--- src/rtl/dcache_wb.sv ---
// Direct-mapped write-back, write-allocate data cache between a byte-wide CPU port
// and a word-wide multi-cycle memory; a dirty victim is written back before the refill.
module dcache_wb #(
    parameter int NUM_BLOCKS  = 8,
    parameter int BLOCK_BYTES = 4
) (
    input  logic        CLK,
    input  logic        RESET,
    input  logic        CPU_READ,
    input  logic        CPU_WRITE,
    input  logic [7:0]  CPU_ADDRESS,
    input  logic [7:0]  CPU_WRITEDATA,
    output logic [7:0]  CPU_READDATA,
    output logic        CPU_BUSYWAIT,
    output logic        DM_READ,
    output logic        DM_WRITE,
    output logic [5:0]  DM_ADDRESS,
    output logic [31:0] DM_WRITEDATA,
    input  logic [31:0] DM_READDATA,
    input  logic        DM_BUSYWAIT
);

    localparam int IDX_W = $clog2(NUM_BLOCKS);
    localparam int OFF_W = $clog2(BLOCK_BYTES);
    localparam int TAG_W = 8 - IDX_W - OFF_W;

    typedef enum logic [1:0] {
        S_IDLE      = 2'd0,
        S_MEM_READ  = 2'd1,
        S_MEM_WRITE = 2'd2
    } state_e;

    state_e             state_q, state_d;
    logic [NUM_BLOCKS-1:0] valid_q, dirty_q;
    logic [TAG_W-1:0]   tag_q  [NUM_BLOCKS];
    logic [31:0]        data_q [NUM_BLOCKS];

    logic               dm_read_q, dm_read_d;
    logic               dm_write_q, dm_write_d;
    logic [5:0]         dm_addr_q, dm_addr_d;
    logic [31:0]        dm_wdata_q, dm_wdata_d;

    logic [TAG_W-1:0]   tag_s;
    logic [IDX_W-1:0]   idx_s;
    logic [OFF_W-1:0]   off_s;
    logic               req_s, hit_s, fill_s, wr_hit_s;

    assign tag_s = CPU_ADDRESS[7:8-TAG_W];
    assign idx_s = CPU_ADDRESS[OFF_W+IDX_W-1:OFF_W];
    assign off_s = CPU_ADDRESS[OFF_W-1:0];
    assign req_s = CPU_READ | CPU_WRITE;
    assign hit_s = valid_q[idx_s] && (tag_q[idx_s] == tag_s);

    assign CPU_BUSYWAIT = req_s && !((state_q == S_IDLE) && hit_s);
    assign CPU_READDATA = data_q[idx_s][{off_s, 3'b000} +: 8];

    assign DM_READ      = dm_read_q;
    assign DM_WRITE     = dm_write_q;
    assign DM_ADDRESS   = dm_addr_q;
    assign DM_WRITEDATA = dm_wdata_q;

    // Next-state logic; memory request outputs are derived from the next state so they register with it.
    always_comb begin
        state_d    = state_q;
        fill_s     = 1'b0;
        wr_hit_s   = 1'b0;
        dm_read_d  = 1'b0;
        dm_write_d = 1'b0;
        dm_addr_d  = 6'd0;
        dm_wdata_d = 32'd0;
        case (state_q)
            S_IDLE: begin
                if (req_s && !hit_s) begin
                    if (valid_q[idx_s] && dirty_q[idx_s]) begin
                        state_d = S_MEM_WRITE;
                    end else begin
                        state_d = S_MEM_READ;
                    end
                end else if (CPU_WRITE && hit_s) begin
                    wr_hit_s = 1'b1;
                end else begin
                    state_d = S_IDLE;
                end
            end
            S_MEM_WRITE: begin
                if (!DM_BUSYWAIT) begin
                    state_d = S_MEM_READ;
                end else begin
                    state_d = S_MEM_WRITE;
                end
            end
            S_MEM_READ: begin
                if (!DM_BUSYWAIT) begin
                    state_d = S_IDLE;
                    fill_s  = 1'b1;
                end else begin
                    state_d = S_MEM_READ;
                end
            end
            default: state_d = S_IDLE;
        endcase

        case (state_d)
            S_MEM_WRITE: begin
                dm_write_d = 1'b1;
                dm_addr_d  = {tag_q[idx_s], idx_s};
                dm_wdata_d = data_q[idx_s];
            end
            S_MEM_READ: begin
                dm_read_d = 1'b1;
                dm_addr_d = {tag_s, idx_s};
            end
            default: begin
                dm_read_d  = 1'b0;
                dm_write_d = 1'b0;
            end
        endcase
    end

    // State, request outputs and per-line valid/dirty flags; reset aborts any miss.
    always_ff @(posedge CLK) begin
        if (!RESET) begin
            state_q    <= S_IDLE;
            dm_read_q  <= 1'b0;
            dm_write_q <= 1'b0;
            dm_addr_q  <= 6'd0;
            dm_wdata_q <= 32'd0;
            valid_q    <= '0;
            dirty_q    <= '0;
        end else begin
            state_q    <= state_d;
            dm_read_q  <= dm_read_d;
            dm_write_q <= dm_write_d;
            dm_addr_q  <= dm_addr_d;
            dm_wdata_q <= dm_wdata_d;
            if (fill_s) begin
                valid_q[idx_s] <= 1'b1;
                dirty_q[idx_s] <= 1'b0;
            end else if (wr_hit_s) begin
                dirty_q[idx_s] <= 1'b1;
            end
        end
    end

    // Line tag/data storage: refill from memory or byte store on a write hit.
    always_ff @(posedge CLK) begin
        if (RESET && fill_s) begin
            data_q[idx_s] <= DM_READDATA;
            tag_q[idx_s]  <= tag_s;
        end else if (RESET && wr_hit_s) begin
            data_q[idx_s][{off_s, 3'b000} +: 8] <= CPU_WRITEDATA;
        end
    end

endmodule

--- config.mk ---
export PLATFORM = sky130hd
export DESIGN_NAME = dcache_wb
export DESIGN_NICKNAME = d
export VERILOG_FILES = /design/src/rtl/dcache_wb.sv
export SDC_FILE = /design/constraint.sdc
export NUM_CORES = 1
export LEC_CHECK = 0
export ABC_CLOCK_PERIOD_IN_PS = 4500
export BUFFER_PORTS_ARGS = -buffer_cell sky130_fd_sc_hd__buf_2
export CAP_MARGIN = 10
export CORE_AREA = 4 4 220 222
export DETAILED_ROUTE_END_ITERATION = 10
export DIE_AREA = 0 0 224 226
export GPL_ROUTABILITY_DRIVEN = 0
export PLACE_DENSITY_LB_ADDON = 0.2
export SKIP_LAST_GASP = 1
export SLEW_MARGIN = 10
export SYNTH_ARGS = -nofsm -noshare
export SYNTH_HDL_FRONTEND = slang
export SYNTH_SLANG_ARGS = --single-unit
--- constraint.sdc ---
create_clock -name CLK -period 4.5 [get_ports CLK]
set_input_delay 0.9 -clock CLK [delete_from_list [all_inputs] [get_ports CLK]]
set_output_delay 0.9 -clock CLK [all_outputs]
set_load 0.05 [all_outputs]
== Word level (Yosys, flattened, before mapping) ==
Memory sizes are Yosys's and may differ from the RTL's.
Index checks and enable logic that the tools add are counted.

* Add/subtract/negate cells: 1
* $lt $le $gt $ge: 2
* Equality and inequality tests: 5
* Shift-type cells: 3
* Multiplexer cells: 59
* Bitwise logic cells: 37
* Reduce and logical (&&, ||, !) cells: 14

{| class="wikitable"
|+ Operators with widths
! operator !! number
|-
| $mux 1 || 47
|-
| $or 1x1->1 || 33
|-
| $mux 32 || 1
|-
| $shift 8x7->32 const A || 1
|-
| $shiftx 32x6->8 || 1
|-
| $shiftx 8x7->32 || 1
|-
| $mux 8 || 2
|-
| $or 8x8->8 || 2
|-
| $pmux 6 s2 || 1
|-
| $logic_and 1x1->1 || 9
|-
| $and 8x8->8 || 1
|-
| $mux 2 || 4
|-
| $not 8->8 || 1
|-
| $neg 5->7 || 1
|-
| $bmux 1 s3 || 2
|-
| $pmux 2 s3 || 1
|-
| $eq 2x1->1 const B || 2
|-
| $eq 2x2->1 const B || 2
|-
| $lt 3x4->1 const B || 1
|-
| $demux 1 s3 || 1
|-
| $eq 3x3->1 || 1
|-
| $ge 3x1->1 const B || 1
|-
| $logic_not 1->1 || 2
|-
| $logic_not 2->1 || 1
|-
| 2 further kinds || 2
|}

* Register bits after elaboration: 58
* Bits in writable memories: 280
* Bits of input ports: 53
* Output and inout port bits: 49
* Word-level logic and storage cells: 130
* Memories: 2

{| class="wikitable"
|+ Memories
! memory !! words !! bits a word !! rd ports !! clocked after Yosys merged registers in !! wr ports !! RTL line !! RTL
|-
| data_q || 8 || 32 || 1 || 0 || 1 || 36 || <nowiki>logic [31:0] data_q [NUM_BLOCKS];</nowiki>
|-
| tag_q || 8 || 3 || 1 || 0 || 1 || 35 || <nowiki>logic [TAG_W-1:0] tag_q [NUM_BLOCKS];</nowiki>
|}

== Depth between registers and ports, before layout ==
Gate-level depths: netlist (run 1).

* Word-level depth: 12
* Mapped depth: 14

== Least setup slack after synthesis (run 1) ==
OpenSTA, ideal clock, no wires.

* Path type: input to output
* Start point: input CPU_ADDRESS[3]
* End point: output CPU_READDATA[5]
* Arrival: 3.855 ns
* Path slack: -0.255 ns
* Stages on the path: 10
* Path buffers: 5
* Path through: buf_2 -> buf_2 -> buf_2 -> buf_1 -> clkbuf_1 -> mux2i_1 -> o21ai_0 -> nand2_1 -> a41o_1 -> o21ai_0

* Longest elaborated chain between the ends: 2

{| class="wikitable"
|+ RTL lines
! element !! RTL line !! RTL
|-
| start: declaration || 11 || <nowiki>input logic [7:0] CPU_ADDRESS,</nowiki>
|-
| $mem_v2 8x32 || n/a ||
|-
| $shiftx 32x6->8 || 55 || <nowiki>assign CPU_READDATA = data_q[idx_s][{off_s, 3'b000} +: 8];</nowiki>
|-
| end: declaration || 13 || <nowiki>output logic [7:0] CPU_READDATA,</nowiki>
|}

Every way passes these cells.

== Worst setup path after layout (run 1) ==
* Start point: input CPU_ADDRESS[4]
* End point: output CPU_READDATA[3]

Same word-level chain as after synthesis.

==> metrics.md, run 1 <==
| Metric | Value |
|---|---|
| Largest net degree at the start of global routing | 31 |
| DR pass1 iterations | 5 |
| Sequential fraction of the synthesis area | 69.3% |
| Worst clock skew | 0.0281 ns |
| Pwr dens | 418 mW/mm² |
| Core ar. | 0.0464 mm² |
| Inserted Diodes | 0 |
| H-tree lvl count | 2 |
| Via count | 9,080 |
| Final global-route overflow total | 0 |
| Nets | 1,226 |
| CTS sink count | 338 |
| Crit path time final | 4.37 ns |
| Crit path kind | in2out |
| Vias per cell | 5.04 |
| Worst-Margin Slew | 0.817 ns |
| Routed wire length | 45.9 mm |
| Main synth FF type | edfxtp_1 |
| Final routed DRC violation total | 0 |
| CTS clk-pin slew, worst paths | 0.05 ns |
| Register-to-register setup slack | 1.06 ns |
| Critical path capture point type | output pin |
| Worst Path Arrival | 3.47 ns |
| # IOs | 102 |
| Worst hold stages | 1 |
| Global Route Usage Sum | 18.1% |
| CP max FO | 27 |
| FF-to-FF End | data_q[7][11] |
| CP required | 3.60 ns |
| Number of CTS-inserted buffers | 38 |
| P&R area growth vs syn | 23.2% |
| Outcome | completed |
| Syn_nets | 1,034 |
| Final number of max-transition violations | 0 |
| Startpoint types | input port |
| Setup tns final | 0 ns |
| Cell Area, Synth | 0.0138 mm² |
| WL/cell | 25.5 µm |
| Leakage | 6.44 nW |
| Slew Limit Headroom | 45.0% |
| HP Start | valid_q[4] |
| Postcts setup bufs | 0 |
| Fillers | 4,459 |
| Clock latency on the worst-skew pair | 0.57 ns |
| PortBufs | 101 |
| Vias in the first global route | 9,087 |
| Die area | 0.0506 mm² |
| Max-cap check violation count | 0 |
| Detailed Place HPWL | 31.2 mm |
| Cts repair resizes | 0 |
| Worst r2r src | tag_q[0][2] |
| IR drop worst, VDD | 0.221 mV |
| Hold buffer count at CTS | 0 |
| RSZ-0062 raised after global routing | no |
| DIE HEIGHT | 226 µm |
| Max Fclk | 229 MHz |
| Detail Route Antenna Nets | 0 |
| Yosys reg bits | 338 |
| Synthesis warning total | 0 |
| EDFF count, synth | 280 |
| Hold WC Path Type | reg2reg |
| Hold EP | valid_q[4] |
| # rows | 79 |
| Initial antenna violation count | 4 |
| Yosys cell types | 54 |
| Fin crit share | 97.1% |
| Initial Utilization | 29.8% |
| Horiz. Die Dim | 224 µm |
| CTS tree | built |
| Initial DRC count | 876 |
| Syn_area_per_cell | 14.2 µm² |
| Worst Setup SP | CPU_ADDRESS[4] |
| Final hold violation count | 0 |
| Ys async rst share | 0% |
| Final setup viols | 0 |
| Hold slack | 0.459 ns |
| Util after Layout | 36.7% |
| Bufs on Longest Clock Path | 3 |
| Reg2Reg Depth | 8 |
| Root buf cell | clkbuf_16 |
| Design Power | 7.11 mW |
| Synth Instances | 973 |
| Ratio of cells with drive above 1 in the final layout | 27.5% |
| First-pass GRT wire length | 65.6 mm |
## final cells by class
type	count	area, µm²	area share, %
Sequential cell	338	9570	56.2
Multi-Input combinational cell	540	3890	22.9
Timing Repair Buffer	204	1370	8.07
Clock buffer	52	1140	6.70
Tap cell	607	759	4.46
Inverter	43	161	0.949
Clock inverter	17	118	0.691
## how the worst max path moves through the flow
stage,endpoint,depth (start not counted)
2_1_floorplan,CPU_READDATA[5],10
3_3_place_gp,CPU_READDATA[7],8
3_5_place_dp,CPU_READDATA[4],8
4_1_cts,CPU_READDATA[4],8
5_1_grt,CPU_READDATA[4],8
6_report,CPU_READDATA[3],8
## logic make-up (layout without fill, tap and decap cells)
family | after synthesis | count (layout) | synth area share [%]
flip-flops | 338 | 338 | 69.3
AND/OR/NAND/NOR | 245 | 245 | 8.17
AO/OA/AOI/OAI | 172 | 172 | 9.09
multiplexers | 114 | 114 | 9.94
buffers and inverters | 95 | 316 | 2.70
adder cells (fa/ha/maj) | 8 | 8 | 0.725
XOR/XNOR | 1 | 1 | 0.0634
## per-stage QoR
stage               instance area [µm²]  setup WS (ns)  instances
global route                      17000         0.0524       1801
detailed placement                15800         0.0827       1732
floorplan                         13800          0.123        973
finish                            17000          0.131       1801
CTS                               17000         0.0839       1801
global placement                  15800          0.107       1732
## critical path, cell delays in order
cell,delay [ns]
buf_4,0.35
buf_12,0.27
nor2b_1,0.26
buf_4,0.27
a22oi_1,0.11
o22ai_1,0.55
mux4_2,0.41
buf_2,0.28
## power breakdown
| group | leakage (nW) | switching, mW | total, mW | internal [mW] |
|---|---|---|---|---|
| Clock | 0.628 | 1.29 | 3.09 | 1.79 |
| Combinational | 2.82 | 0.413 | 0.608 | 0.195 |
| Sequential | 2.99 | 0.00662 | 3.42 | 3.41 |
| Total | 6.44 | 1.71 | 7.11 | 5.40 |
## state kept, by name (all words and copies together) (netlist names), named ones only
name,count
DM_WRITEDATA,32
DM_WRITE,1
data_q,256
DM_ADDRESS,6
DM_READ,1
valid_q,8
tag_q,24
state_q,2
## Yosys cell counts, types with 9 or more instances
library cell  instances  share of area [%]
edfxtp_1            280                 61
nand2_1              99                2.7
nor2_1               74                2.0
mux2i_1              64                4.6
dfxtp_1              58                8.4
inv_1                42                1.1
o21ai_0              39                1.4
mux2_2               35                2.9
a221oi_1             31                2.0
clkbuf_1             30               0.82
a22oi_1              28                1.5
and2_1               25                1.1
a21oi_1              16               0.58
mux4_2               15                2.4
buf_1                14               0.38
nand3_1              10               0.36
a41oi_1               9               0.57
nor2b_1               9               0.41
nor3_1                9               0.33
## layout by cell type, fill, tap and decap left out, types with 25 or more instances in the layout
cell and n:
a221oi_1 31, a22oi_1 28, and2_1 25, buf_2 98
buf_4 99, clkbuf_16 43, dfxtp_1 58, edfxtp_1 280
inv_1 42, mux2_2 35, mux2i_1 64, nand2_1 99
nor2_1 74, o21ai_0 37
## metal layers
layer,routed length (µm),vias to the layer above,GRT usage [%]
met2,20800,337,28.4
met4,1180,2,4.85
li1,-,4080,-
met5,11,-,0
met3,3260,63,4.17
met1,20600,4598,25.3
Power figures use the tool's default switching activity.
==> inputs of run 2 (changes only) <==
--- a/config.mk
+++ b/config.mk
@@ -5,14 +5,13 @@
 export SDC_FILE = /design/constraint.sdc
 export NUM_CORES = 1
 export LEC_CHECK = 0
-export ABC_CLOCK_PERIOD_IN_PS = 4500
+export ABC_CLOCK_PERIOD_IN_PS = 5500
 export BUFFER_PORTS_ARGS = -buffer_cell sky130_fd_sc_hd__buf_2
 export CAP_MARGIN = 10
 export CORE_AREA = 4 4 220 222
 export DETAILED_ROUTE_END_ITERATION = 10
 export DIE_AREA = 0 0 224 226
 export GPL_ROUTABILITY_DRIVEN = 0
-export PLACE_DENSITY_LB_ADDON = 0.2
 export SKIP_LAST_GASP = 1
 export SLEW_MARGIN = 10
 export SYNTH_ARGS = -nofsm -noshare
==> constraint.sdc (replaced) <==
create_clock -name CLK -period 5.5 [get_ports CLK]
set_input_delay 1.1 -clock CLK [delete_from_list [all_inputs] [get_ports CLK]]
set_output_delay 1.1 -clock CLK [all_outputs]
set_load 0.05 [all_outputs]
==> run 2 against run 1 <==
Against the previous run: global-route usage decreased by 0.89 points; hold slack improved by 0.0036 ns; register-to-register slack improved by 1.1 ns; largest power group unchanged; highest routed layer unchanged.
==> metrics.md, run 2 (synthesized netlist as in run 1, its figures left out) <==
| Metric | Value |
|---|---|
| Outcome | completed |
| Nets | 1,192 |
| Vias in the first global route | 9,111 |
| Worst-Margin Slew | 1.18 ns |
| Hold buffer count at CTS | 0 |
| Dpl cell area | 0.0155 mm² |
| Combinational share of power | 8.2% |
| Util after Layout | 35.9% |
| Design Power | 5.69 mW |
| Most common library cell in the layout ignoring fill and taps | edfxtp_1 |
| Final hold violation count | 0 |
| FF+latch area | 0.00957 mm² |
| Final setup viols | 0 |
| Final routed DRC violation total | 0 |
| WL/cell | 24.9 µm |
| Commonest non-fill, non-tap cells in the layout | edfxtp_1, nand2_1, buf_2 |
| CP required | 4.40 ns |
| Fillers | 4,457 |
| Number of CTS-inserted buffers | 37 |
| Hold slack | 0.462 ns |
| Worst clock skew | 0.0159 ns |
| IR drop worst, VDD | 0.210 mV |
| Largest Register | data_q |
| Ratio of cells with drive above 1 in the final layout | 24.4% |
| Max Fclk | 201 MHz |
| Fin crit share | 90.3% |
| Sw frac | 23.9% |
| DIE HEIGHT | 226 µm |
| Largest net degree at the start of global routing | 49 |
| Via count | 9,228 |
| PortBufs | 101 |
| First-pass GRT wire length | 63.7 mm |
| Setup tns final | 0 ns |
| Switch Pwr | 1.36 mW |
| Initial antenna violation count | 1 |
| Worst Path Arrival | 3.87 ns |
| Multi-input logic area | 0.00389 mm² |
| Root buf cell | clkbuf_16 |
| H-tree lvl count | 2 |
| CP max FO | 23 |
| CTS sink count | 338 |
| Largest register FFs | 256 |
| Vias per cell | 5.22 |
| RSZ-0062 raised after global routing | no |
| Initial Utilization | 29.8% |
| Core ar. | 0.0464 mm² |
| Internal power | 4.33 mW |
| Max-cap check violation count | 0 |
| Bufs on Longest Clock Path | 3 |
| Routed wire length | 44.1 mm |
| Clock latency on the worst-skew pair | 0.55 ns |
| Placed cell count | 1,699 |
| Detail Route Antenna Nets | 0 |
| Leakage | 6.21 nW |
| Critical path capture point type | output pin |
| # rows | 79 |
| Startpoint types | input port |
| Setup WS pre-CTS | 0.621 ns |
| CTS clk-pin slew, worst paths | 0.06 ns |
| Clock network fraction of design power | 42.7% |
| P&R area growth vs syn | 20.5% |
| # IOs | 102 |
| Final instance area | 0.0166 mm² |
| Horiz. Die Dim | 224 µm |
| Final global-route overflow total | 0 |
| Detailed Place HPWL | 30.0 mm |
| Crit path kind | in2out |
| Final std cells w/o fill | 1,767 |
| Die area | 0.0506 mm² |
| Cts repair resizes | 0 |
| Crit path time final | 4.97 ns |
| DR pass1 iterations | 5 |
| CTS tree | built |
| Hold WC Path Type | reg2reg |
| Global Route Usage Sum | 17.2% |
| Pwr dens | 342 mW/mm² |
| Postcts setup bufs | 0 |
| Fin worst setup slack | 0.532 ns |
| Flop pwr share | 49.1% |
| Inserted Diodes | 0 |
| Final number of max-transition violations | 0 |
| Slew Limit Headroom | 20.9% |
| Initial DRC count | 1,192 |
run 2: cell types whose count changed in the layout (fill, tap and decap cells not counted), sizes merged:
cell / previous run / this run
buf: 204 / 171
clkinv: 14 / 10
bufinv: 0 / 3
clkinvlp: 0 / 1
inv: 46 / 45
run 2: path summary, 6_finish.rpt:
check / from / end / slack, ns / cells past startpoint
setup / recovery: CPU_ADDRESS[3] / CPU_READDATA[1] / 0.53 / 7
hold / removal: valid_q[3] / valid_q[3] / 0.46 / 1
setup reg to reg: tag_q[0][2] / DM_WRITEDATA[4] / 2.13 / 12
hold reg to reg: valid_q[3] / valid_q[3] / 0.46 / 1
run 2: cell type report:
type	instances	area share [%]
inverter	43	0.970
sequential	338	57.5
clock buffer	52	5.90
clock inverter	16	1.12
tap	607	4.57
timing repair buffer	171	6.56
multi-input combinational	540	23.4
run 2: critical path: stages:
cell and delay [ns]:
buf_4 0.22, buf_4 0.26, nor2b_1 0.83, a21oi_1 0.17
o221ai_1 0.56, mux4_2 0.43, buf_2 0.28
run 2: power by group through the flow:
stage | Clock (mW) | Combinational, mW | Sequential, mW
after global routing | 2.59 | 0.493 | 2.80
after floorplan | 0 | 0.247 | 2.86
after CTS | 2.47 | 0.463 | 2.80
final | 2.43 | 0.467 | 2.80
after global placement | 0 | 0.457 | 2.85
after detailed placement | 0 | 0.461 | 2.85
run 2: layer usage:
| layer | up-vias | wire (µm) | track usage (%) | share of wire (%) |
|---|---|---|---|---|
| met3 | 60 | 4640 | 4.97 | 11 |
| met2 | 476 | 20000 | 26.5 | 45 |
| met4 | 2 | 898 | 4.28 | 2.0 |
| met1 | 4685 | 18500 | 24.0 | 42 |
| li1 | 4005 | - | - | - |
| met5 | - | 13 | 0 | 0.030 |
